`config.mk`:
```
export PLATFORM = sky130hd
export DESIGN_NAME = spi_slave
export DESIGN_NICKNAME = d
export VERILOG_FILES = /design/src/rtl/spi_slave.sv
export SDC_FILE = /design/constraint.sdc
export NUM_CORES = 1
export LEC_CHECK = 0
export CORE_ASPECT_RATIO = 0.75
export CORE_MARGIN = 2
export CORE_UTILIZATION = 56
export DETAILED_ROUTE_END_ITERATION = 6
export GPL_TIMING_DRIVEN = 1
export PLACE_DENSITY = 0.86
export SLEW_MARGIN = 20
export SYNTH_ARGS = -nofsm -noshare
export SYNTH_HDL_FRONTEND = slang
export SYNTH_SLANG_ARGS = --single-unit
```
`constraint.sdc`:
```
create_clock -name clk -period 4.6 [get_ports clk]
set_clock_uncertainty 0.15 [all_clocks]
set_input_delay 0.46 -clock clk [delete_from_list [all_inputs] [get_ports clk]]
set_output_delay 0.46 -clock clk [all_outputs]
set_load 0.1 [all_outputs]
```
`src/rtl/spi_slave.sv`:
```
// SPI mode-0 slave: 8-bit MSB-first frames on sclk/mosi/miso, synchronized into clk, with a host byte interface.
// Latency: pin edge to internal edge detect is SYNC_STAGES+1 clk; rx_valid / miso update 1 clk after a detected edge.
// Backpressure: none on the serial side; a full receive side drops the new byte and sets sticky overrun.
// Optional build macro SPI_SLAVE_RX_FIFO_EN replaces the single receive register with a FIFO_DEPTH-entry FIFO.
module spi_slave #(
  parameter int SYNC_STAGES = 2,
  parameter int FIFO_DEPTH  = 4
) (
  input  logic       clk,
  input  logic       rst,
  input  logic       ss_n,
  input  logic       sclk,
  input  logic       mosi,
  output logic       miso,
  output logic       miso_oe,
  input  logic [7:0] tx_data,
  input  logic       tx_wr,
  output logic       tx_full,
  output logic [7:0] rx_data,
  output logic       rx_valid,
  input  logic       rx_rd,
  output logic       overrun
);

  // Reject unsupported parameterisations at elaboration time.
  if (SYNC_STAGES < 2 || FIFO_DEPTH < 1 || (FIFO_DEPTH & (FIFO_DEPTH - 1)) != 0) begin : g_param_check
    $error("spi_slave: SYNC_STAGES must be >= 2 and FIFO_DEPTH a power of two");
  end

  typedef enum logic {
    IDLE   = 1'b0,
    ACTIVE = 1'b1
  } state_t;

  // ---------------------------------------------------------------------------
  // Input synchronizers and edge detection
  // ---------------------------------------------------------------------------
  logic [SYNC_STAGES-1:0] sclk_sync;
  logic [SYNC_STAGES-1:0] mosi_sync;
  logic [SYNC_STAGES-1:0] ss_sync;
  logic                   sclk_prev;
  logic                   ss_prev;

  logic sclk_s;
  logic mosi_s;
  logic ss_s;
  logic sclk_rise;
  logic sclk_fall;
  logic ss_fall;
  logic ss_rise;

  // Shift the pins through SYNC_STAGES flops; keep one more copy of the last stage for edge detection.
  always_ff @(posedge clk) begin
    if (rst) begin
      sclk_sync <= '0;
      mosi_sync <= '0;
      ss_sync   <= '1;
      sclk_prev <= 1'b0;
      ss_prev   <= 1'b1;
    end else begin
      sclk_sync <= {sclk_sync[SYNC_STAGES-2:0], sclk};
      mosi_sync <= {mosi_sync[SYNC_STAGES-2:0], mosi};
      ss_sync   <= {ss_sync[SYNC_STAGES-2:0], ss_n};
      sclk_prev <= sclk_sync[SYNC_STAGES-1];
      ss_prev   <= ss_sync[SYNC_STAGES-1];
    end
  end

  assign sclk_s    = sclk_sync[SYNC_STAGES-1];
  assign mosi_s    = mosi_sync[SYNC_STAGES-1];
  assign ss_s      = ss_sync[SYNC_STAGES-1];
  assign sclk_rise = sclk_s & ~sclk_prev;
  assign sclk_fall = ~sclk_s & sclk_prev;
  assign ss_fall   = ~ss_s & ss_prev;
  assign ss_rise   = ss_s & ~ss_prev;

  // ---------------------------------------------------------------------------
  // Frame state machine
  // ---------------------------------------------------------------------------
  state_t state_q;
  state_t state_d;
  logic   frame_start;
  logic   frame_end;

  // State register.
  always_ff @(posedge clk) begin
    if (rst) begin
      state_q <= IDLE;
    end else begin
      state_q <= state_d;
    end
  end

  // Next state: select opens a frame, deselect closes it (partial byte is abandoned).
  always_comb begin
    state_d     = state_q;
    frame_start = 1'b0;
    frame_end   = 1'b0;
    case (state_q)
      IDLE: begin
        if (ss_fall) begin
          state_d     = ACTIVE;
          frame_start = 1'b1;
        end
      end
      ACTIVE: begin
        if (ss_rise) begin
          state_d   = IDLE;
          frame_end = 1'b1;
        end
      end
      default: state_d = IDLE;
    endcase
  end

  // ---------------------------------------------------------------------------
  // Bit engine
  // ---------------------------------------------------------------------------
  // Only the first seven bits are held here; the eighth goes straight to the receive side.
  logic [6:0] rx_shift;
  logic [2:0] bit_cnt;
  logic [7:0] tx_shift;
  logic [7:0] tx_hold;

  logic       shift_en;
  logic       rx_edge;
  logic       tx_edge;
  logic       boundary;
  logic       tx_load;
  logic       tx_accept;
  logic       rx_push;
  logic [7:0] push_byte;

  assign shift_en  = (state_q == ACTIVE) && !ss_rise;
  assign rx_edge   = shift_en & sclk_rise;
  // The fall that follows a byte boundary must not shift: the freshly loaded
  // bit 7 of the next byte has to stay on miso until the next rising edge.
  assign tx_edge   = shift_en & sclk_fall & (bit_cnt != 3'd0);
  assign boundary  = rx_edge & (bit_cnt == 3'd7);
  assign tx_load   = frame_start | boundary;
  assign tx_accept = tx_wr & ~tx_full;
  assign rx_push   = boundary;
  assign push_byte = {rx_shift, mosi_s};

  // Receive shift register and bit counter.
  always_ff @(posedge clk) begin
    if (rst) begin
      rx_shift <= '0;
      bit_cnt  <= '0;
    end else if (frame_start || frame_end) begin
      rx_shift <= '0;
      bit_cnt  <= '0;
    end else if (rx_edge) begin
      rx_shift <= push_byte[6:0];
      bit_cnt  <= bit_cnt + 3'd1;
    end
  end

  // Transmit shift register: load at frame start / byte boundary, shift on falling sclk.
  always_ff @(posedge clk) begin
    if (rst) begin
      tx_shift <= '0;
    end else if (tx_load) begin
      tx_shift <= tx_full ? tx_hold : 8'h00;
    end else if (tx_edge) begin
      tx_shift <= {tx_shift[6:0], 1'b0};
    end
  end

  // Holding register: a write lands only when empty; a load empties it.
  // A write on a load cycle with holding empty wins, so the byte waits for the next load.
  always_ff @(posedge clk) begin
    if (rst) begin
      tx_hold <= '0;
      tx_full <= 1'b0;
    end else if (tx_accept) begin
      tx_hold <= tx_data;
      tx_full <= 1'b1;
    end else if (tx_load) begin
      tx_full <= 1'b0;
    end
  end

  assign miso    = tx_shift[7];
  assign miso_oe = ~ss_s;

  // ---------------------------------------------------------------------------
  // Receive side
  // ---------------------------------------------------------------------------
`ifdef SPI_SLAVE_RX_FIFO_EN
  localparam int PW = (FIFO_DEPTH > 1) ? $clog2(FIFO_DEPTH) : 1;

  logic [7:0]  mem [FIFO_DEPTH];
  logic [PW-1:0] wr_ptr;
  logic [PW-1:0] rd_ptr;
  logic [PW:0]   count;
  logic          fifo_full;
  logic          pop;
  logic          push_ok;

  assign fifo_full = (count == (PW+1)'(FIFO_DEPTH));
  assign pop       = rx_rd & (count != '0);
  // A full FIFO still accepts a push when the head is being popped in the same cycle.
  assign push_ok   = rx_push & (~fifo_full | pop);

  // Storage array; contents are don't-care until written, so no reset.
  always_ff @(posedge clk) begin
    if (push_ok) begin
      mem[wr_ptr] <= push_byte;
    end
  end

  // Pointers and occupancy, wrapping modulo FIFO_DEPTH.
  always_ff @(posedge clk) begin
    if (rst) begin
      wr_ptr <= '0;
      rd_ptr <= '0;
      count  <= '0;
    end else begin
      if (push_ok) begin
        wr_ptr <= (wr_ptr == PW'(FIFO_DEPTH - 1)) ? '0 : wr_ptr + 1'b1;
      end
      if (pop) begin
        rd_ptr <= (rd_ptr == PW'(FIFO_DEPTH - 1)) ? '0 : rd_ptr + 1'b1;
      end
      count <= count + (PW+1)'(push_ok) - (PW+1)'(pop);
    end
  end

  // Sticky overrun when a completed byte could not be stored.
  always_ff @(posedge clk) begin
    if (rst) begin
      overrun <= 1'b0;
    end else if (rx_push && !push_ok) begin
      overrun <= 1'b1;
    end
  end

  assign rx_valid = (count != '0);
  // Gate the head so rx_data reads 0 whenever nothing is queued (including after reset).
  assign rx_data  = rx_valid ? mem[rd_ptr] : 8'h00;
`else
  // Single receive register: a push is accepted when empty or when the old byte is read in the same cycle.
  always_ff @(posedge clk) begin
    if (rst) begin
      rx_data  <= '0;
      rx_valid <= 1'b0;
    end else if (rx_push && (!rx_valid || rx_rd)) begin
      rx_data  <= push_byte;
      rx_valid <= 1'b1;
    end else if (rx_rd) begin
      rx_valid <= 1'b0;
    end
  end

  // Sticky overrun when a byte arrives on top of an unread one.
  always_ff @(posedge clk) begin
    if (rst) begin
      overrun <= 1'b0;
    end else if (rx_push && rx_valid && !rx_rd) begin
      overrun <= 1'b1;
    end
  end
`endif

endmodule

```
==> flow_metrics.tcl <==
set metrics [dict create \
    cts_setup_buffers 0 \
    powerDensity_mw_per_mm2 324.2 \
    detail-route-antenna-nets 0 \
    post-route-drc-count 0 \
    worstSetupPathType "reg2out" \
    power.total_mw 0.6998 \
    cts_tree "done" \
    setup_violations 0 \
    rsz0062_at_grt "no" \
    syn_nets 209 \
    dieArea_mm2 0.003687 \
    timing.final.crit_period_ns 2.563 \
    cts_root_buf "clkbuf_8" \
    synth_edf_count 0 \
    grt_antenna_before_repair 0 \
    synth.largest_area_cell "dfxtp_1" \
    fillers 227 \
    async_flop_share_pct 0 \
    grtUsageTotal_pct 21.65 \
    ctsLongestPathBuffers 2 \
    status "finished clean" \
    synth_top_area_share_pct 51.18 \
    final_max_slew_viol_count 0 \
    syn_area_mm2 0.001799 \
    holdBufCountCts 0 \
    finalCritPeriodShare_pct 55.71 \
    yosys-top-cells-area "dfxtp_1 51%, a21oi_1 5.6%, mux2i_1 5.0%, nand2_1 4.8%, a221o_2 3.1%" \
    hold_violations 0 \
    clock.fmax_mhz 390.2 \
    ys.warnings.count 0 \
    postSynthCellCount 191 \
    tns_ns 0 \
    grt_pass1_wl_um 6175 \
    multi_input_area_um2 810.8 \
    io_buffers 27 \
    wirelength_um 3578 \
    first_pass_iters 4 \
    hp-class "reg2reg" \
    fp.dieW_um 69.45 \
    vias 1449 \
    post-dp-hpwl_um 2591 \
    postSynthAreaPerCell_um2 9.420 \
    drt_first_iter_violations 92 \
    path_clk_slew_ns 0.08 \
    cp_max_fo 6 \
    via_per_inst 5.705 \
    place_congestion 0.7697 \
    ioPinCount 28 \
    cts_sinks 46 \
    area.sequential_um2 920.9 \
    yosysMostFrequentCell "dfxtp_1" \
    clock_latency_ns 0.29 \
    worstPathArrival_ns 1.95 \
    overflow 0 \
    final_cells 254 \
    startpoint_type "register" \
    ys_ff_latch 46 \
    dieHeight_um 53.09 \
    synthTopCellsByCount "46 x dfxtp_1, 23 x nand2_1, 20 x a21oi_1" \
    cts_buffers 5 \
    htree_levels 2 \
    maxCapViolations 0 \
    peakVddDrop_uv 304.8 \
    wl_per_cell_um 14.09 \
    ys_seq_area_share_pct 51.18 \
    dp_cells 246 \
    fp-row-count 17 \
    grt_max_degree 32 \
    drive_gt1_share_pct 10.19 \
    fin_nets 233 \
    p_leak_nw 0.8687 \
    area_delta_synth_final_pct 19.96 \
    worst_setup_path_end_kind "primary output" \
    yosysUniqueCellTypes 33 \
    synthFlopType "dfxtp_1" \
    critical_path_required_ns 3.99 \
    diodes 0 \
    tightest_slew_ns 0.9771 \
    cts_resized 0 \
    grt_pass1_vias 1398 \
    start_util_pct 59.99 \
    slew_headroom_pct 34.65 \
    core_area_mm2 0.002999 \
]
==> worst paths after layout <==
check,startpoint,end,slack [ns],cells past startpoint
worst max-delay path,ss_sync[1],miso_oe,2.04,2
worst min register to register,ss_sync[0],ss_sync[1],0.27,1
worst min-delay path,ss_sync[0],ss_sync[1],0.27,1
worst max register to register,bit_cnt[0],tx_shift[5],2.52,6
==> where the power goes <==
group | internal, mW | leakage (nW) | switching, mW
Combinational | 0.0225 | 0.450 | 0.0296
Clock | 0.107 | 0.0452 | 0.127
Sequential | 0.407 | 0.374 | 0.00652
Total | 0.536 | 0.869 | 0.163
==> logic make-up after synthesis <==
family	Yosys count	synth area share (%)
AND/OR/NAND/NOR	75	21.90
flip-flops	46	51.18
AO/OA/AOI/OAI	42	15.58
buffers and inverters	15	3.755
multiplexers	9	5.007
adder cells (fa/ha/maj)	3	2.086
XOR/XNOR	1	0.4869
==> sequential cells by signal (all words and copies together) (netlist names) <==
register and count:
bit_cnt 3, ss_sync 2, sclk_prev 1, mosi_sync 2, rx_data 8, tx_full 1, state_q 1, overrun 1
ss_prev 1, tx_shift 8, rx_valid 1, tx_hold 8, sclk_sync 2, rx_shift 7
==> layout make-up <==
class / instances / area share (%)
repair buffers: 28 / 12.87
well taps: 38 / 2.203
clock inverters: 2 / 0.6377
inverters: 4 / 0.6957
clock buffers: 6 / 3.362
multi-input cells: 130 / 37.57
flip-flops and latches: 46 / 42.67
==> worst max-delay path, stage by stage, from the launching register on <==
cell and delay [ns]:
dfxtp_1 0.35, inv_1 0.15, clkdlybuf4s50_1 1.16
==> layout by cell type, fill, tap and decap left out, drive strengths merged, types with 2 or more instances in the layout <==
master / n
nor2b: 9
ha: 3
clkinv: 2
and3: 4
clkbuf: 6
nor2: 14
nand4: 3
and4: 2
or2: 2
o21ai: 10
inv: 4
nand2: 23
mux2i: 9
dfxtp: 46
o211ai: 2
nor4: 2
nand2b: 4
a21oi: 20
clkdlybuf4s50: 27
a221o: 6
nand3: 10
==> stage by stage <==
stage / utilization [%] / setup WS (ns) / hold slack [ns] / area, µm²
floorplan: - / 2.584 / 0.2395 / 1799
global placement: 69.09 / 2.373 / 0.2535 / 2072
detailed placement: 69.09 / 2.308 / 0.2540 / 2072
CTS: 71.97 / 2.032 / 0.2731 / 2158
global route: 71.97 / 1.972 / 0.2769 / 2158
finish: 71.97 / 2.037 / 0.2684 / 2158
==> routing by layer <==
layer / vias up / global-route usage, % / part of all wire (%)
met1: 694 / 25.06 / 44
li1: 714 / - / -
met3: 4 / 5.524 / 4.7
met4: 0 / 8.497 / 1.1
met2: 37 / 39.26 / 50
met5: - / 0 / 0
(Power assumes the default switching activity.)
